File: config.mk
export PLATFORM = sky130hd
export DESIGN_NAME = bram_port_arbiter_flat
export DESIGN_NICKNAME = d
export VERILOG_FILES = /design/src/rtl/bram_port_arbiter_if.sv /design/src/rtl/bram_port_arbiter.sv /design/src/flat_wrapper.sv
export SDC_FILE = /design/constraint.sdc
export NUM_CORES = 1
export LEC_CHECK = 0
export BUFFER_PORTS_ARGS = -buffer_cell sky130_fd_sc_hd__buf_2
export CELL_PAD_IN_SITES_DETAIL_PLACEMENT = 0
export CELL_PAD_IN_SITES_GLOBAL_PLACEMENT = 1
export CORE_MARGIN = 2
export CORE_UTILIZATION = 38
export DETAILED_ROUTE_END_ITERATION = 8
export PLACE_DENSITY_LB_ADDON = 0.1
export SKIP_CTS_REPAIR_TIMING = 1
export SYNTH_ARGS = -nofsm -noshare
export SYNTH_HDL_FRONTEND = slang
export SYNTH_SLANG_ARGS = --single-unit
File: constraint.sdc
create_clock -name clk_sys -period 5.9 [get_ports clk_sys]
set_clock_uncertainty 0.2 [all_clocks]
set_input_delay 0.59 -clock clk_sys [delete_from_list [all_inputs] [get_ports clk_sys]]
set_output_delay 0.59 -clock clk_sys [all_outputs]
set_load 0.03 [all_outputs]
File: src/rtl/bram_port_arbiter_if.sv
// Requester-side handshake and RAM-port bundle for bram_port_arbiter.
// The arbiter binds the slave modport; the requesters/RAM side binds master.
interface bram_port_arbiter_if #(
    parameter int ADDR_W  = 16,
    parameter int DATA_W  = 8,
    parameter int NUM_REQ = 3
);
    logic [NUM_REQ-1:0]        req;
    logic [NUM_REQ-1:0]        we;
    logic [NUM_REQ*ADDR_W-1:0] addr;
    logic [NUM_REQ*DATA_W-1:0] wdata;
    logic [NUM_REQ-1:0]        ack;
    logic [DATA_W-1:0]         rdata;
    logic                      busy;
    logic [ADDR_W-1:0]         mem_addr;
    logic [DATA_W-1:0]         mem_data;
    logic                      mem_wren;
    logic [DATA_W-1:0]         mem_q;

    modport master (
        output req, we, addr, wdata, mem_q,
        input  ack, rdata, busy, mem_addr, mem_data, mem_wren
    );

    modport slave (
        input  req, we, addr, wdata, mem_q,
        output ack, rdata, busy, mem_addr, mem_data, mem_wren
    );
endinterface

File: src/rtl/bram_port_arbiter.sv
// Round-robin arbiter sharing one registered-read BRAM port between NUM_REQ requesters.
// Define BRAM_ARB_CPU_PRIORITY_EN to give requester 0 absolute priority over the others.
module bram_port_arbiter #(
    parameter int ADDR_W  = 16,
    parameter int DATA_W  = 8,
    parameter int NUM_REQ = 3
) (
    input  logic               clk_sys,
    input  logic               reset,
    bram_port_arbiter_if.slave bus
);
    localparam int unsigned N     = NUM_REQ;
    localparam int          PTR_W = (NUM_REQ > 1) ? $clog2(NUM_REQ) : 1;

    typedef enum logic [1:0] {IDLE, ISSUE, WAIT, DONE} state_t;

    state_t           state;
    logic [PTR_W-1:0] rr_ptr;
    logic [PTR_W-1:0] gnt;
    logic             gnt_we;
    logic [PTR_W-1:0] pick;
    logic             found;

    always_comb begin
        logic [PTR_W-1:0] cand;
        int unsigned      base;
        pick  = '0;
        found = 1'b0;
        cand  = '0;
        base  = 0;
`ifdef BRAM_ARB_CPU_PRIORITY_EN
        if (bus.req[0]) begin
            found = 1'b1;
        end else begin
            // rr_ptr ranges over 1..N-1 here; 0 (reset value) means start at 1
            base = (rr_ptr == '0) ? 0 : int'(rr_ptr) - 1;
            for (int unsigned off = 0; off < N - 1; off++) begin
                cand = PTR_W'(1 + ((base + off) % (N - 1)));
                if (!found && bus.req[cand]) begin
                    pick  = cand;
                    found = 1'b1;
                end
            end
        end
`else
        base = int'(rr_ptr);
        for (int unsigned off = 0; off < N; off++) begin
            cand = PTR_W'((base + off) % N);
            if (!found && bus.req[cand]) begin
                pick  = cand;
                found = 1'b1;
            end
        end
`endif
    end

    always_ff @(posedge clk_sys or posedge reset) begin
        if (reset) begin
            state        <= IDLE;
            rr_ptr       <= '0;
            gnt          <= '0;
            gnt_we       <= 1'b0;
            bus.ack      <= '0;
            bus.rdata    <= '0;
            bus.busy     <= 1'b0;
            bus.mem_addr <= '0;
            bus.mem_data <= '0;
            bus.mem_wren <= 1'b0;
        end else begin
            case (state)
                IDLE: begin
                    bus.mem_wren <= 1'b0;
                    if (found) begin
                        bus.mem_addr <= bus.addr[int'(pick)*ADDR_W +: ADDR_W];
                        bus.mem_data <= bus.wdata[int'(pick)*DATA_W +: DATA_W];
                        bus.mem_wren <= bus.we[pick] & bus.req[pick];
                        gnt          <= pick;
                        gnt_we       <= bus.we[pick];
                        bus.busy     <= 1'b1;
                        state        <= ISSUE;
                    end
                end
                ISSUE: begin
                    bus.mem_wren <= 1'b0;
                    if (gnt_we) begin
                        bus.ack[gnt] <= 1'b1;
                        state        <= DONE;
                    end else begin
                        state <= WAIT;
                    end
                end
                WAIT: begin
                    bus.rdata    <= bus.mem_q;
                    bus.ack[gnt] <= 1'b1;
                    state        <= DONE;
                end
                DONE: begin
                    bus.ack  <= '0;
                    bus.busy <= 1'b0;
`ifdef BRAM_ARB_CPU_PRIORITY_EN
                    // CPU grants leave the rotation among the others untouched
                    if (gnt != '0)
                        rr_ptr <= (int'(gnt) == NUM_REQ - 1) ? PTR_W'(1) : gnt + 1'b1;
`else
                    rr_ptr <= (int'(gnt) == NUM_REQ - 1) ? '0 : gnt + 1'b1;
`endif
                    state <= IDLE;
                end
                default: state <= IDLE;
            endcase
        end
    end
endmodule

File: src/flat_wrapper.sv
// flat-port wrapper written by rule: the top's interface ports become plain ports
module bram_port_arbiter_flat 
#(
    parameter int ADDR_W  = 16,
    parameter int DATA_W  = 8,
    parameter int NUM_REQ = 3
)
  (clk_sys, reset, bus_req, bus_we, bus_addr, bus_wdata, bus_mem_q, bus_ack, bus_rdata, bus_busy, bus_mem_addr, bus_mem_data, bus_mem_wren);
  bram_port_arbiter_if #(.ADDR_W(ADDR_W), .DATA_W(DATA_W), .NUM_REQ(NUM_REQ)) bus_i ();
  input  logic clk_sys;
  input  logic reset;
  input wire logic [$bits(bus_i.req)-1:0] bus_req;
  input wire logic [$bits(bus_i.we)-1:0] bus_we;
  input wire logic [$bits(bus_i.addr)-1:0] bus_addr;
  input wire logic [$bits(bus_i.wdata)-1:0] bus_wdata;
  input wire logic [$bits(bus_i.mem_q)-1:0] bus_mem_q;
  output wire logic [$bits(bus_i.ack)-1:0] bus_ack;
  output wire logic [$bits(bus_i.rdata)-1:0] bus_rdata;
  output wire logic [$bits(bus_i.busy)-1:0] bus_busy;
  output wire logic [$bits(bus_i.mem_addr)-1:0] bus_mem_addr;
  output wire logic [$bits(bus_i.mem_data)-1:0] bus_mem_data;
  output wire logic [$bits(bus_i.mem_wren)-1:0] bus_mem_wren;
  assign bus_i.req = bus_req;
  assign bus_i.we = bus_we;
  assign bus_i.addr = bus_addr;
  assign bus_i.wdata = bus_wdata;
  assign bus_i.mem_q = bus_mem_q;
  assign bus_ack = bus_i.ack;
  assign bus_rdata = bus_i.rdata;
  assign bus_busy = bus_i.busy;
  assign bus_mem_addr = bus_i.mem_addr;
  assign bus_mem_data = bus_i.mem_data;
  assign bus_mem_wren = bus_i.mem_wren;
  bram_port_arbiter #(.ADDR_W(ADDR_W), .DATA_W(DATA_W), .NUM_REQ(NUM_REQ)) u_core (.clk_sys(clk_sys), .reset(reset), .bus(bus_i));
endmodule
### After elaboration in Yosys (flattened, before gate mapping)

Cells that the tools add are included.

| cells by class | value |
|---|---|
| eq/ne operators | 6 |
| mux-type cells | 28 |
| divide/modulo/power cells | 3 |
| shifts and indexed selects | 2 |
| bitwise gates (word level) | 2 |
| reduce and logical (&&, ||, !) cells | 12 |
| magnitude comparators | 6 |
| add/subtract/negate cells | 3 |

Operators by type and width:

| cell | number |
|---|---|
| modulo 32 x 2 -> 32 bit, second input constant | 2 |
| indexed part select 48 x 7 -> 16 bit | 1 |
| modulo 2 x 2 -> 32 bit, second input constant | 1 |
| indexed part select 24 x 6 -> 8 bit | 1 |
| < comparator 2 x 3 -> 1 bit, second input constant | 5 |
| 2-to-1 mux 1 bit | 12 |
| binary-select mux 1 bit (select 2 bit) | 5 |
| 2-to-1 mux 2 bit | 5 |
| one-hot mux 3 bit (3 select lines) | 1 |
| one-hot mux 2 bit (4 select lines) | 1 |
| == test 2 bit, second input constant | 3 |
| AND reduction 2 bit | 3 |
| != test 2 x 1 -> 1 bit, second input constant | 2 |
| one-hot mux 1 bit (2 select lines) | 2 |
| nonzero test 2 bit | 2 |
| adder 2 x 1 -> 3 bit, second input constant | 1 |
| adder 2 x 2 -> 3 bit, second input constant | 1 |
| logical AND 1 bit | 3 |
| 2-to-1 mux 3 bit | 1 |
| OR 3 bit | 1 |
| nonzero test 3 bit | 1 |
| adder 2 x 1 -> 2 bit, second input constant | 1 |
| demux 1 bit (select 2 bit) | 1 |
| == test 2 x 1 -> 1 bit, second input constant | 1 |
| other kinds (4) | 5 |

| word-level totals | value |
|---|---|
| word-level logic and storage cells | 72 |
| output and inout port bits | 37 |
| bits in registers | 44 |
| input bits | 88 |

### Depth between registers and ports, before layout

Gate-level depths: netlist (run 1).

| logic depth | value |
|---|---|
| depth in word-level cells | 15 |
| depth in mapped cells | 11 |
| depth with buffers taken out | 8 |

### Worst setup path before layout (run 1)

OpenSTA, ideal clock, no wires.

| path | value |
|---|---|
| kind | flip-flop to flip-flop |
| start point | reg u_core.rr_ptr[1] |
| end point | reg u_core.bus.mem_addr[11] |
| stages on the path, launching flop included | 12 |
| slack | 3.411 ns |
| setup time | 0.130 ns |
| data required time | 5.570 ns |
| period minus slack after synthesis | 2.489 ns |
| buffers on the path | 3 |
| arrival | 2.159 ns |
| cells stage by stage | dfrtp_1 inv_1 ha_1 buf_6 mux2_4 mux2i_1 o21ai_2 or2_1 buf_6 buf_8 a211oi_2 o31ai_2 |

| on the way | value |
|---|---|
| cells in the longest elaborated chain, start to end | 11 |
| elaborated cells between the ends (all ways) | 23 |
| those cells by class | add/sub (2); div (3); shift (1); mux (12); reduce/logical (5) |

Ends and longest elaborated chain:

| item | RTL line | source |
|---|---|---|
| start, declared | bram_port_arbiter.sv:18 | `logic [PTR_W-1:0] rr_ptr;` |
| start signal, assigned | bram_port_arbiter.sv:105 | `rr_ptr <= (int'(gnt) == NUM_REQ - 1) ? '0 : gnt + 1'b1;` |
| parallel branches: the longest is 11 deep, another holds modulo 32 x 2 -> 32 bit | n/a |  |
| end signal, assigned | bram_port_arbiter.sv:74 | `bus.mem_addr <= bus.addr[int'(pick)*ADDR_W +: ADDR_W];` |
| end, declared | bram_port_arbiter_if.sv:27 | `output ack, rdata, busy, mem_addr, mem_data, mem_wren` |

Several ways; the timed one is not identified. The select of a mux whose other input is x is not followed.
A chain may end at the register's enable or synchronous reset.

### Worst setup path after layout (run 1)

| path | value |
|---|---|
| start point | reg u_core.rr_ptr[1] |
| end point | reg u_core.bus.mem_addr[5] |

The elaborated chain is that of the path after synthesis.

==> key figures, run 1 <==
Setup path
  – CP Class: flip-flop to flip-flop
  – CP max stage cell: o21ai_2
  – WP data required: 5.92 ns
  – Crit path launch type: flip-flop
  – Flop2flop setup slack: 2.40 ns
  – Crit. End Element: flip-flop
  – WP data arrival: 3.52 ns
  – Worst-path fanout max: 27
  – Worst-path cell chain: inv_1 -> ha_1 -> mux2_4 -> mux2i_1 -> o21ai_2 -> or2_1 -> buf_4 -> a211oi_1 -> o31ai_1
  – Max incr delay on CP: 0.90 ns

Logic synthesis
  – Adder-cell area share of the yosys netlist: 3.534%
  – Synthesized area: 2833 µm²
  – Area leader, netlist: dfrtp_1
  – Proportion of synthesized area in mux cells: 6.051%
  – Post-synthesis sequential area ratio: 38.87%
  – XOR/XNOR share of the synthesized area: 0%
  – Synth top area cells: dfrtp_1 (39%), a211oi_2 (8.8%), o31ai_2 (8.8%), nor3b_1 (6.6%), nor2_1 (4.1%)
  – Syn nets: 370
  – Syn Area/Cell: 10.34 µm²
  – Synth Area in Simple Gates: between 10% and 20%
  – Share of the synthesized area in the top cell type: 38.87%
  – Ys flop type: dfrtp_1
  – Post-Synthesis Cells: 274
  – Post-synth top cells: dfrtp_1 (44), nor2_1 (31), nand2_1 (28)
  – #FFs+latches synth: 44
  – Synth cell types: 41
  – EDFF count, synth: 0
  – Largest family of logic cells by synthesized area: compound AO/OA/AOI/OAI gates
  – Post-synthesis compound-gate area fraction: 26.06%
  – Most common cell in the synthesized netlist: dfrtp_1
  – Synth warn: 0
  – Ys async rst share: 100.0%

Layout
  – # diodes: 0
  – Final nets: just under 500
  – Share of layout cells above drive strength 1: between 50% and 60%
  – P&R area growth vs syn: 26.50%

GRT
  – Vias in the first global route: 2344
  – Global-route wire length before repair: 11900 µm
  – Total track usage: 17.93%
  – Largest net degree at the start of global routing: 49
  – Congestion Overflow GR: 0
  – Antenna violations before repair: 0

Power and ir drop
  – VDD IR max: around 310 µV
  – Pleak: 1.662 nW
  – PD cells: 676.3 nW/µm²
  – Total power: approximately 0.0024 W

STA
  – Max transition margin: 23.60%
  – Least-Margin Pin Slew: approximately 1.1 ns
  – Setup_tns: 0 ns
  – # setup viols final: 0
  – Fmax: 0.2854 GHz
  – Final Cycle Share: 59.40%
  – Max-slew violations: 0
  – Minimum clock period: roughly 3.5 ns
  – RSZ-0062 raised after global routing: false
  – Hold Vio Cnt, Final: 0

Placement
  – Port bufs: approximately 120
  – RD Place Congestion: just under 0.8
  – Post-DP HPWL: 5384 µm

Routing
  – Routed length per instance: between 15 and 20 µm
  – Iter 0 DRT Violations: roughly 110
  – Number of vias per cell: 5.008
  – Vias: approximately 2400
  – Routed Antenna Nets: 0
  – Total wire length: 7453 µm
  – Drt drc: 0
  – Pre-Repair DR Iteration Count: 4

Clock tree
  – CTS clk-pin slew, worst paths: 0.09 ns
  – H-tree levels: 2
  – CTS Sinks: 44
  – Worst skew pair latency: 0.30 ns
  – CTS Buf Count: 5
  – Clock tree buffer depth: 2
  – CTS root buf: clkbuf_8
  – CTS tree: done

Min path
  – HP Class: flip-flop to flip-flop

Die
  – Die area: 8161 µm²
  – CORE AREA: 7253 µm²
  – Chip height: 90.34 µm
  – Initial Util: 39.05%
  – Die X: 90.34 µm
  – I/O Pins: 125
  – Row cnt: 31

Status
  – Status: complete, no violations

Run
  – Max_cap viols: 0
-- report_power, final --
part | leakage (nW) | switching [W] | internal [W] | total (W)
sequential | 0.536 | 0.0000783 | 0.000458 | 0.000537
combinational | 1.06 | 0.00105 | 0.000579 | 0.00163
clock | 0.0614 | 0.000115 | 0.000139 | 0.000254
-- metrics by stage --
stage	worst slack, ns	instances	area (µm²)	hold slack [ns]	util, %
after floorplan	3.411	274	2833	0.3219	-
after global placement	2.494	479	3462	0.2565	47.73
after detailed placement	2.407	479	3462	0.2665	47.73
after CTS	2.388	487	3583	0.2864	49.40
after global routing	2.058	487	3583	0.3002	49.40
final	2.396	487	3583	0.2863	49.40
-- final cells by class --
class / count / area, µm²
Tap cell: 99 / 123.9
Timing Repair Buffer: 127 / 643.1
Clock inverter: 2 / 38.79
Sequential cell: 44 / 1101
Clock buffer: 6 / 82.58
Inverter: 8 / 30.03
Multi-Input combinational cell: 201 / 1564
Fill cell: 722 / 3670
-- kinds of logic after synthesis --
kind of cell,Yosys count
AO/OA/AOI/OAI,76
adder cells (fa/ha/maj),8
buffers and inverters,29
flip-flops,44
multiplexers,15
AND/OR/NAND/NOR,102
-- routing by layer --
metal  GRT usage [%]  up-vias  wire [µm]
met1           25.42     1142       3485
li1                -     1216          -
met2           27.69       74       3464
met4           3.974        0         91
met3           4.508        7        412
met5               0        -          0
-- sequential cells by signal (all words and copies together), names as in the netlist --
signal,flops
u_core.bus.mem_data,8
u_core.bus.ack,3
u_core.bus.mem_wren,1
u_core.bus.rdata,8
u_core.state,2
u_core.rr_ptr,2
u_core.bus.mem_addr,16
u_core.bus.busy,1
u_core.gnt,2
u_core.gnt_we,1
-- cells in the final DEF, fill, tap and decap left out, types with 2 or more instances in the layout --
cell,n
a211oi_1,4
mux2_2,9
nor2_1,31
buf_2,124
ha_1,8
mux2_4,2
o31ai_1,4
buf_4,3
o21a_1,2
o31ai_2,20
o211ai_1,3
nor3b_1,25
dfrtp_1,44
nor2b_1,2
o21ai_0,7
a21oi_1,8
nand3_1,2
inv_1,7
a211oi_2,20
a31oi_1,2
nand2_1,28
nand4b_1,2
clkbuf_8,6
mux2i_1,4
nand3b_1,3
-- path summary, 6_finish.rpt --
path / endpoint / cells after the start / start
setup / recovery: u_core.bus.mem_addr[5]$_DFFE_PP0P_ / 9 / u_core.rr_ptr[1]$_DFFE_PP0P_
hold / removal: u_core.bus.mem_addr[3]$_DFFE_PP0P_ / 2 / u_core.bus.mem_addr[3]$_DFFE_PP0P_
setup reg to reg: u_core.bus.mem_addr[5]$_DFFE_PP0P_ / 9 / u_core.rr_ptr[1]$_DFFE_PP0P_
hold reg to reg: u_core.bus.mem_addr[3]$_DFFE_PP0P_ / 2 / u_core.bus.mem_addr[3]$_DFFE_PP0P_
max in group asynchronous: u_core.gnt_we$_DFFE_PP0P_ / 2 / reset
min in group asynchronous: u_core.bus.rdata[3]$_DFFE_PP0N_ / 2 / reset
-- critical path, delay by kind of cell (launching register included) --
family	cells	cell delay, ns
fa+ha+maj	1	0.34
buf+inv	2	0.44
simple gates	1	0.42
compound gates	3	1.28
flops	1	0.40
mux	2	0.33
Note: power is estimated with default switching activity, not from simulation.
==> run 2: changes to the inputs <==
--- a/config.mk
+++ b/config.mk
@@ -9,7 +9,7 @@
 export CELL_PAD_IN_SITES_DETAIL_PLACEMENT = 0
 export CELL_PAD_IN_SITES_GLOBAL_PLACEMENT = 1
 export CORE_MARGIN = 2
-export CORE_UTILIZATION = 38
+export CORE_UTILIZATION = 35
 export DETAILED_ROUTE_END_ITERATION = 8
 export PLACE_DENSITY_LB_ADDON = 0.1
 export SKIP_CTS_REPAIR_TIMING = 1
==> constraint.sdc (replaced) <==
create_clock -name clk_sys -period 3.6 [get_ports clk_sys]
set_clock_uncertainty 0.2 [all_clocks]
set_input_delay 0.36 -clock clk_sys [delete_from_list [all_inputs] [get_ports clk_sys]]
set_output_delay 0.36 -clock clk_sys [all_outputs]
set_load 0.03 [all_outputs]
==> run 2 against run 1 <==
Against the previous run: core utilization is 2.8 points lower; routed wire length is 1.4% higher; via count is 0.41% higher; highest routed layer unchanged; power is 66% higher; sequential cell count stayed put; combinational power is 69% higher.
==> key figures, run 2 (synthesis results as in run 1) <==
Routing
  – Total wire length: 7557 µm (was 7453 µm)
  – Pre-Repair DR Iteration Count: 5 (was 4)
  – Vias: 2449 (was 2439)
  – Routed length per instance: 15.30 µm (about the same)
  – Number of vias per cell: 4.957 (was 5.008)
  – Drt drc: 0 (unchanged)
  – Iter 0 DRT Violations: 62 (was 114)
  – Routed Antenna Nets: 0 (unchanged)

Clock tree
  – H-tree levels: 2 (unchanged)
  – Clock tree buffer depth: 2 (unchanged)
  – CTS root buf: clkbuf_8 (unchanged)
  – Worst skew pair latency: 0.30 ns (about the same)
  – CTS tree: done (unchanged)
  – CTS Sinks: 44 (unchanged)
  – CTS Buf Count: 5 (unchanged)
  – CTS clk-pin slew, worst paths: 0.09 ns (about the same)

Setup path
  – WP data arrival: 2.94 ns (was 3.52 ns)
  – FF-to-FF End: u_core.bus.mem_addr[5]$_DFFE_PP0P_ (unchanged)
  – CP Class: flip-flop to flip-flop (unchanged)
  – Crit path launch type: flip-flop (unchanged)
  – R2R cell count: 9 (unchanged)
  – Flop2flop setup slack: 0.66 ns (was 2.40 ns)
  – Crit. End Element: flip-flop (unchanged)
  – Worst-path fanout max: 9 (was 27)
  – WP data required: 3.60 ns (was 5.92 ns)
  – RR Startpoint: u_core.rr_ptr[1]$_DFFE_PP0P_ (unchanged)

Status
  – Status: complete, no violations (unchanged)

Power and ir drop
  – PD cells: 1113 nW/µm² (was 676.3 nW/µm²)
  – Total power: 0.004028 W (was 0.002424 W)
  – VDD IR max: 370.8 µV (was 313.7 µV)
  – Pleak: 1.679 nW (was 1.662 nW)

Placement
  – Dpl cells: 486 (was 479)
  – Port bufs: 124 (unchanged)
  – RD Place Congestion: 0.7771 (was 0.7696)
  – Post-DP HPWL: 5707 µm (was 5384 µm)
  – Placed cell area: 3508 µm² (was 3462 µm²)

Layout
  – Most common cell after layout, fill and taps aside: buf_2 (unchanged)
  – Final nets: 487 (was 483)
  – Filler instances: 769 (was 722)
  – Layout Cells excl Fill: 494 (was 487)
  – # diodes: 0 (unchanged)
  – Most frequent cells in the layout: buf_2 (124), dfrtp_1 (44), nor2_1 (31) (unchanged)
  – Most flops, register: u_core.bus.mem_addr (unchanged)
  – Max FFs per register: 16 (unchanged)
  – P&R area growth vs syn: 27.78% (was 26.50%)
  – Regs by FF count: u_core.bus.mem_addr (16), u_core.bus.mem_data (8), u_core.bus.rdata (8) (unchanged)
  – Post-route cell area: 3620 µm² (was 3583 µm²)
  – Share of layout cells above drive strength 1: 50.51% (was 50.00%)

STA
  – RSZ-0062 raised after global routing: false (unchanged)
  – Setup_tns: 0 ns (unchanged)
  – # setup viols final: 0 (unchanged)
  – Minimum clock period: 2.938 ns (was 3.504 ns)
  – Hold Vio Cnt, Final: 0 (unchanged)
  – Final Cycle Share: 81.62% (was 59.40%)
  – Max-slew violations: 0 (unchanged)
  – Fmax: 0.3404 GHz (was 0.2854 GHz)
  – Max transition margin: 36.65% (was 23.60%)
  – Least-Margin Pin Slew: 0.9503 ns (was 1.146 ns)

Die
  – CORE AREA: 7767 µm² (was 7253 µm²)
  – Row cnt: 32 (was 31)
  – Die area: 8829 µm² (was 8161 µm²)
  – Chip height: 93.97 µm (was 90.34 µm)
  – I/O Pins: 125 (unchanged)
  – Die X: 93.97 µm (was 90.34 µm)
  – Initial Util: 36.47% (was 39.05%)

GRT
  – Congestion Overflow GR: 0 (unchanged)
  – Antenna violations before repair: 0 (unchanged)
  – Vias in the first global route: 2372 (was 2344)
  – Global-route wire length before repair: 11830 µm (was 11900 µm)
  – Total track usage: 17.05% (was 17.93%)
  – Largest net degree at the start of global routing: 45 (was 49)

Run
  – Max_cap viols: 0 (unchanged)

Min path
  – HP Class: input pin to async pin (was flip-flop to flip-flop)
==> run 2: cell count changes in the layout (fill, tap and decap cells not counted), sizes merged <==
cell | previous run | this run
buf | 127 | 131
clkbuf | 6 | 5
clkinvlp | 0 | 1
==> run 2: how the worst max path moves through the flow <==
stage,start,to,depth (start not counted)
3_5_place_dp,u_core.rr_ptr[1]$_DFFE_PP0P_,u_core.bus.mem_addr[5]$_DFFE_PP0P_,9
6_report,u_core.rr_ptr[1]$_DFFE_PP0P_,u_core.bus.mem_addr[5]$_DFFE_PP0P_,9
2_1_floorplan,u_core.rr_ptr[1]$_DFFE_PP0P_,u_core.bus.mem_addr[11]$_DFFE_PP0P_,11
5_1_grt,u_core.rr_ptr[0]$_DFFE_PP0P_,u_core.bus.mem_wren$_DFFE_PP0P_,7
4_1_cts,u_core.rr_ptr[1]$_DFFE_PP0P_,u_core.bus.mem_addr[5]$_DFFE_PP0P_,9
3_3_place_gp,u_core.rr_ptr[1]$_DFFE_PP0P_,u_core.bus.mem_addr[5]$_DFFE_PP0P_,9
==> run 2: power by group <==
group,switching [W],total (W),leakage (nW),internal (W)
clock,0.000176,0.000382,0.0541,0.000206
sequential,0.000134,0.000885,0.536,0.000751
combinational,0.00175,0.00276,1.09,0.00101
total,0.00206,0.00403,1.68,0.00196
==> run 2: through the flow <==
stage                     hold WS, ns  worst slack (ns)  util, %
after floorplan                0.3117             1.111        -
after global placement         0.2626            0.7646    45.17
after global routing          0.06260            0.4800    46.60
final                         0.05238            0.6618    46.60
after detailed placement       0.2681            0.6528    45.17
after CTS                     0.07875            0.6366    46.60
==> run 2: worst max-delay path, stage by stage, from the launching register on <==
cell      delay, ns
dfrtp_1        0.40
inv_1          0.09
ha_1           0.35
mux2_4         0.35
mux2_4         0.32
nor2_8         0.11
or2_1          0.36
buf_4          0.27
a211oi_1       0.11
o31ai_1        0.27
==> run 2: metal layers <==
metal | routed length [µm] | vias to the layer above | track usage, %
li1 | - | 1223 | -
met1 | 3490 | 1141 | 23.79
met2 | 3504 | 79 | 27.50
met3 | 481 | 6 | 2.809
met4 | 80 | 0 | 4.348
met5 | 0 | - | 0
==> run 2: layout make-up <==
cell class	count	area, µm²	area share [%]
Clock buffer	5	68.82	1.901
Tap cell	102	127.6	3.526
Inverter	8	30.03	0.8296
Multi-Input combinational cell	201	1564	43.21
Clock inverter	3	42.54	1.175
Sequential cell	44	1101	30.42
Timing Repair Buffer	131	685.7	18.94
